**src/rtl/pkt_thresh_pkg.sv**
```systemverilog
// Shared types and constants for the packet thresholder.
package pkt_thresh_pkg;

    typedef enum logic [1:0] {
        ST_IDLE   = 2'd0,
        ST_TSTAMP = 2'd1,
        ST_CHECK  = 2'd2
    } state_t;

    localparam logic [15:0] HEADER_DEFAULT = 16'hDEAD;
    localparam logic [1:0]  SYNC_OK        = 2'b11;
    localparam logic [1:0]  DATAK_DATA     = 2'b00;

    // Channel index width; a single-channel build still needs one bit.
    function automatic int unsigned chan_width(input int unsigned n);
        return (n > 1) ? $clog2(n) : 1;
    endfunction

endpackage

```
**src/rtl/thresh_regfile.sv**
```systemverilog
// Per-channel threshold register file: async read, sync write, THRESH_INIT on reset.
module thresh_regfile
    import pkt_thresh_pkg::*;
#(
    parameter int unsigned         N_CHAN      = 125,
    parameter int unsigned         SAMPLE_W    = 12,
    parameter int unsigned         CHAN_W      = chan_width(N_CHAN),
    parameter logic [SAMPLE_W-1:0] THRESH_INIT = {SAMPLE_W{1'b1}}
) (
    input  logic                clk,
    input  logic                rst_n,
    input  logic                i_we,
    input  logic [CHAN_W-1:0]   i_waddr,
    input  logic [SAMPLE_W-1:0] i_wdata,
    input  logic [CHAN_W-1:0]   i_raddr,
    output logic [SAMPLE_W-1:0] o_rdata_c
);

    logic [SAMPLE_W-1:0] r_mem [N_CHAN];

    // Addresses at or beyond N_CHAN match no entry and are dropped.
    always_ff @(posedge clk or negedge rst_n) begin
        if (!rst_n) begin
            for (int i = 0; i < int'(N_CHAN); i++) r_mem[i] <= THRESH_INIT;
        end else begin
            for (int i = 0; i < int'(N_CHAN); i++) begin
                if (i_we && (i_waddr == CHAN_W'(i))) r_mem[i] <= i_wdata;
            end
        end
    end

    always_comb begin
        o_rdata_c = THRESH_INIT;
        for (int i = 0; i < int'(N_CHAN); i++) begin
            if (i_raddr == CHAN_W'(i)) o_rdata_c = r_mem[i];
        end
    end

endmodule

```
**src/rtl/packet_thresholder_n.sv**
```systemverilog
// Per-channel amplitude thresholder for one RX lane: header, timestamp, N_CHAN samples.
// Optional macro THRESH_POLARITY_EN adds per-channel "less-than" trigger polarity.
module packet_thresholder_n
    import pkt_thresh_pkg::*;
#(
    parameter int unsigned         DATA_W      = 16,
    parameter int unsigned         SAMPLE_W    = 12,
    parameter int unsigned         N_CHAN      = 125,
    parameter int unsigned         CHAN_W      = chan_width(N_CHAN),
    parameter logic [DATA_W-1:0]   HEADER      = DATA_W'(HEADER_DEFAULT),
    parameter logic [SAMPLE_W-1:0] THRESH_INIT = {SAMPLE_W{1'b1}}
) (
    input  logic                rx_std_clkout,
    input  logic                rst_n,
    input  logic [1:0]          rx_syncstatus,
    input  logic [1:0]          rx_datak,
    input  logic [DATA_W-1:0]   RX_data,
    input  logic                cfg_we,
    input  logic [CHAN_W-1:0]   cfg_addr,
    input  logic [SAMPLE_W-1:0] cfg_data,
`ifdef THRESH_POLARITY_EN
    input  logic [N_CHAN-1:0]   cfg_polarity,
`endif
    output logic                trig_valid,
    output logic [CHAN_W-1:0]   trig_chan,
    output logic [SAMPLE_W-1:0] trig_amp,
    output logic [DATA_W-1:0]   time_stamp,
    output logic                pkt_done,
    output logic                pkt_any_trig,
    output logic                pkt_abort
);

    state_t              r_state;
    state_t              w_state_nxt;
    logic [CHAN_W-1:0]   r_cnt;
    logic                r_any;
    logic [SAMPLE_W-1:0] w_sample;
    logic [SAMPLE_W-1:0] w_thresh;
    logic                w_sync_ok;
    logic                w_accept;
    logic                w_cmp;
    logic                w_sample_en;
    logic                w_hit;
    logic                w_last;
    logic                w_abort;
    logic                w_load_ts;

    assign w_sync_ok = (rx_syncstatus == SYNC_OK);
    assign w_accept  = w_sync_ok && (rx_datak == DATAK_DATA);
    assign w_sample  = RX_data[SAMPLE_W-1:0];

    thresh_regfile #(
        .N_CHAN      (N_CHAN),
        .SAMPLE_W    (SAMPLE_W),
        .CHAN_W      (CHAN_W),
        .THRESH_INIT (THRESH_INIT)
    ) u_regfile (
        .clk       (rx_std_clkout),
        .rst_n     (rst_n),
        .i_we      (cfg_we),
        .i_waddr   (cfg_addr),
        .i_wdata   (cfg_data),
        .i_raddr   (r_cnt),
        .o_rdata_c (w_thresh)
    );

`ifdef THRESH_POLARITY_EN
    assign w_cmp = cfg_polarity[r_cnt] ? (w_sample < w_thresh) : (w_sample > w_thresh);
`else
    assign w_cmp = (w_sample > w_thresh);
`endif

    assign w_hit = w_sample_en && w_cmp;

    // Next-state and per-cycle control strobes.
    always_comb begin
        w_state_nxt = r_state;
        w_sample_en = 1'b0;
        w_last      = 1'b0;
        w_abort     = 1'b0;
        w_load_ts   = 1'b0;
        case (r_state)
            ST_IDLE: begin
                if (w_accept && (RX_data == HEADER)) w_state_nxt = ST_TSTAMP;
            end
            ST_TSTAMP: begin
                if (!w_sync_ok) begin
                    w_abort     = 1'b1;
                    w_state_nxt = ST_IDLE;
                end else if (w_accept) begin
                    w_load_ts   = 1'b1;
                    w_state_nxt = ST_CHECK;
                end
            end
            ST_CHECK: begin
                if (!w_sync_ok) begin
                    w_abort     = 1'b1;
                    w_state_nxt = ST_IDLE;
                end else if (w_accept) begin
                    w_sample_en = 1'b1;
                    if (r_cnt == CHAN_W'(N_CHAN - 1)) begin
                        w_last      = 1'b1;
                        w_state_nxt = ST_IDLE;
                    end
                end
            end
            default: w_state_nxt = ST_IDLE;
        endcase
    end

    always_ff @(posedge rx_std_clkout or negedge rst_n) begin
        if (!rst_n) r_state <= ST_IDLE;
        else        r_state <= w_state_nxt;
    end

    // Channel counter and sticky any-trigger flag, both restarted by the timestamp word.
    always_ff @(posedge rx_std_clkout or negedge rst_n) begin
        if (!rst_n) begin
            r_cnt <= '0;
            r_any <= 1'b0;
        end else if (w_load_ts) begin
            r_cnt <= '0;
            r_any <= 1'b0;
        end else if (w_sample_en) begin
            r_cnt <= w_last ? '0 : r_cnt + CHAN_W'(1);
            r_any <= r_any | w_hit;
        end
    end

    always_ff @(posedge rx_std_clkout or negedge rst_n) begin
        if (!rst_n) begin
            trig_valid   <= 1'b0;
            trig_chan    <= '0;
            trig_amp     <= '0;
            time_stamp   <= '0;
            pkt_done     <= 1'b0;
            pkt_any_trig <= 1'b0;
            pkt_abort    <= 1'b0;
        end else begin
            trig_valid   <= w_hit;
            pkt_done     <= w_last;
            pkt_any_trig <= w_last && (r_any || w_hit);
            pkt_abort    <= w_abort;
            if (w_hit) begin
                trig_chan <= r_cnt;
                trig_amp  <= w_sample;
            end
            if (w_load_ts) time_stamp <= RX_data;
        end
    end

endmodule

```
**config.mk**
```make
export PLATFORM = sky130hd
export DESIGN_NAME = packet_thresholder_n
export DESIGN_NICKNAME = d
export VERILOG_FILES = /design/src/rtl/pkt_thresh_pkg.sv /design/src/rtl/thresh_regfile.sv /design/src/rtl/packet_thresholder_n.sv
export SDC_FILE = /design/constraint.sdc
export NUM_CORES = 2
export LEC_CHECK = 0
export CAP_MARGIN = 30
export CORE_ASPECT_RATIO = 0.75
export CORE_MARGIN = 1
export CORE_UTILIZATION = 30
export DETAILED_ROUTE_END_ITERATION = 8
export SYNTH_ARGS = -nofsm -noshare
export SYNTH_HDL_FRONTEND = slang
export SYNTH_HIERARCHICAL = 1
export SYNTH_SLANG_ARGS = --single-unit
```
**constraint.sdc**
```tcl
create_clock -name rx_std_clkout -period 3.8 [get_ports rx_std_clkout]
set_input_delay 0.38 -clock rx_std_clkout [delete_from_list [all_inputs] [get_ports rx_std_clkout]]
set_output_delay 0.38 -clock rx_std_clkout [all_outputs]
set_load 0.05 [all_outputs]
```
==> summary.txt <==
STA
  – Final Cycle Share: 133%
  – Worst Hold Margin: -0.0518 ns
  – Sum of negative setup slack: -25.57 ns
  – Clock Skew: 0.0621 ns
  – Min Tclk post-route: 5.04 ns
  – RSZ-0062 raised after global routing: true
  – Slew Limit Fails: 0
  – Worst Max-Slew Pin Slew: 1.21 ns
  – Final setup viols: 22
  – Fin. Hold Viols: 26
  – Fmax: 0.199 GHz
  – Final worst slack: -1.24 ns
  – Worst slew margin: 19.2%

Synthesis
  – YS warnings: 6
  – FFs w/ async S/R, synth: 100%
  – Mean area per synthesized cell: 12.5 um^2
  – Syn Inst Count: 6,031
  – Yosys reg bits: 1,549
  – Post-synth EDFFs: 0
  – Syn nets: 6,090
  – Unique masters post-synth: 116
  – Cell Area, Synth: 75,300 um^2
  – Sequential area share after synthesis: 54.0%
  – Synth Flop Type: dfstp_2

Worst setup path
  – Crit. End Element: flip-flop
  – R2r endpoint: trig_chan[5]
  – R2R depth: 21
  – Critical Path RT: 4.51 ns
  – Critical Path AT: 5.74 ns
  – WS Path Type: reg2reg
  – Critical Path Start Type: flip-flop
  – CP Max Fanout: 16
  – Worst r2r src: r_cnt[2]
  – Reg2Reg Setup Slack: -1.24 ns

Run status
  – Failing checks: hold timing, setup timing
  – Status: finished with violations

Layout
  – Post-layout nets: 7,173
  – Most common cell after layout, fill and taps aside: mux2_2
  – Util after Layout: 39.7%
  – Post-route cell area: 98,600 um^2
  – Share of layout cells above drive strength 1: 70.1%
  – Commonest non-fill, non-tap cells in the layout: 1,524 x mux2_2, 1,500 x dfstp_2, 1,164 x buf_4
  – Area grow syn2layout: 30.9%

Power and ir drop
  – Worst vdd ir: 443 uV
  – Pleak: 40.9 nW
  – Sequential share of power: 33.5%
  – Power Density: 600 nW/um^2
  – Int Power: 0.0379 W
  – P_sw: 0.0212 W
  – Switch share: 35.8%
  – Clock power frac: 28.4%
  – Comb pwr share: 38.1%
  – Total Power: 0.0591 W

Global routing
  – Initial antenna violation count: 14
  – Pin count of the biggest net entering global routing: 119
  – GR Util All Layers: 27.2%
  – Total gr overflow: 0
  – First-pass GRT wire length: 492,000 um
  – Vias in the first global route: 61,200

Floorplanning
  – Chip Width: 580 um
  – Core area: 248,000 um^2
  – Die area: 253,000 um^2
  – Die span in y: 436 um
  – Initial Util: 30.3%
  – Rows: 158
  – IO Pins: 81

Clock tree
  – CTS sink cnt: 1,549
  – CTS tree: done
  – CTS clk-pin slew, worst paths: 0.06 ns
  – Root Driver: clkbuf_16
  – Worst-Skew Late Latency: 0.83 ns
  – CTS max path bufs: 3
  – Num CTS Buffers: 163
  – Hold_buf cts: 0
  – H-tree depth: 4

Place
  – Post-DP HPWL: 248,000 um
  – I/O Buffers: 80
  – Gpl congestion: 1.02
  – Placed Area: 89,000 um^2

Job
  – Max Cap Viol: 0

Hold path
  – Min-delay worst type: in2async

Drt
  – Antenna Nets Post-Route: 0
  – TritonRoute pass-1 iters: 9
  – Via density: 5.96
  – Detailed Route Iter0 Violations: 8,396
  – Routed len/inst: 34.0 um
  – DRT Wirelength: 358,000 um
  – Number of remaining DRC errors: 0
  – Via count: 62,800
-- cell usage after synthesis (31+ instances only) --
| cell | number | share of area [%] |
|---|---|---|
| a211oi_1 | 46 | 0.46 |
| a21oi_1 | 247 | 1.6 |
| a221oi_1 | 34 | 0.40 |
| a22oi_1 | 35 | 0.35 |
| a31oi_1 | 31 | 0.26 |
| buf_2 | 112 | 0.74 |
| buf_4 | 36 | 0.36 |
| clkbuf_1 | 384 | 1.9 |
| dfrtp_1 | 49 | 1.6 |
| dfstp_2 | 1500 | 52 |
| inv_1 | 36 | 0.18 |
| mux2_2 | 1524 | 23 |
| mux2i_1 | 47 | 0.62 |
| nand2_1 | 263 | 1.3 |
| nand3_1 | 64 | 0.43 |
| nor2_1 | 292 | 1.5 |
| nor3_1 | 55 | 0.37 |
| nor4_1 | 32 | 0.27 |
| o211ai_1 | 36 | 0.36 |
| o21ai_0 | 221 | 1.5 |
| o221ai_1 | 64 | 0.74 |
| o22ai_1 | 313 | 2.6 |
-- power by group through the flow --
stage               Combinational [W]  Clock (W)  Sequential (W)
floorplan                     0.00757          0          0.0198
global placement               0.0185          0          0.0199
detailed placement             0.0185          0          0.0199
CTS                            0.0200     0.0170          0.0197
global route                   0.0227     0.0176          0.0199
finish                         0.0225     0.0168          0.0198
-- registers in the layout (all words and copies together) (netlist names) --
name and flops:
r_cnt 7, time_stamp 16, r_state 2, pkt_abort 1, r_any 1, trig_valid 1, trig_chan 7, pkt_done 1
pkt_any_trig 1, trig_amp 12, u_regfile/r_mem 1500
-- stage by stage --
| stage | cells | setup slack (ns) |
|---|---|---|
| 6_report | 10500 | -1.24 |
| 5_1_grt | 10500 | -1.29 |
| 4_1_cts | 10500 | -1.14 |
| 3_5_place_dp | 10100 | -1.90 |
| 3_3_place_gp | 10100 | -1.93 |
| 2_1_floorplan | 6031 | -0.188 |
-- repair_timing --
item / 4_1_cts / 5_1_grt
endpoints found under the setup margin: 22 / 22
pin swaps: 44 / 113
resized for setup: 253 / 256
setup buffers: 83 / 63
gates cloned: 9 / 8
hold endpoints to repair: 0 / 0
-- worst max-delay path, cell delays in order (launching register included) --
cell and delay (ns):
dfrtp_4 0.52, buf_4 0.17, clkbuf_16 0.21, nand3b_4 0.12, buf_12 0.13, buf_4 0.11
o21a_1 0.17, nor2_1 0.08, o41ai_2 0.49, a311oi_4 0.22, or4_4 0.52, a211o_1 0.30
a21oi_2 0.16, inv_2 0.07, ha_4 0.27, nand4_4 0.10, nor2_4 0.14, a221oi_4 0.09
a221oi_4 0.38, buf_6 0.18, clkbuf_16 0.15, mux2_4 0.29
-- cell families after synthesis --
kind of cell / synth area share (%)
buffers and inverters: 3.71
adders and majority gates: 0.283
xor gates and xnor gates: 0.0814
and+or+nand+nor: 6.16
AOI/OAI and AO/OA: 11.6
muxes: 24.2
DFF: 54.0
-- area by class of cell --
class                      instances  area [um^2]
clock buffer                     239         4670
clock inverter                    57          795
timing repair buffer            1495        14200
multi-input combinational       3868        34000
sequential                      1549        40700
fill                           23300       150000
inverter                          37          149
tap                             3280         4100
antenna                           10         25.0
-- layer usage --
layer  vias to the layer above  wire [um]  global-route usage [%]  part of all wire [%]
met5                         -         58                       0                 0.016
met3                       846      50300                    10.7                    14
met2                      4343     142000                    36.8                    40
met4                        10      15400                    10.2                   4.3
li1                      24600          -                       -                     -
met1                     33000     151000                    38.5                    42
-- worst max path at each step --
stage	from	end	slack, ns	depth (start not counted)
finish	r_cnt[2]	trig_chan[5]	-1.24	21
global route	r_cnt[2]	trig_chan[2]	-1.29	21
CTS	r_cnt[0]	trig_amp[3]	-1.14	25
detailed placement	r_cnt[3]	trig_amp[3]	-1.90	20
global placement	r_cnt[3]	trig_amp[3]	-1.93	20
floorplan	r_cnt[0]	trig_amp[10]	-0.19	17
Power figures use the tool's default switching activity.
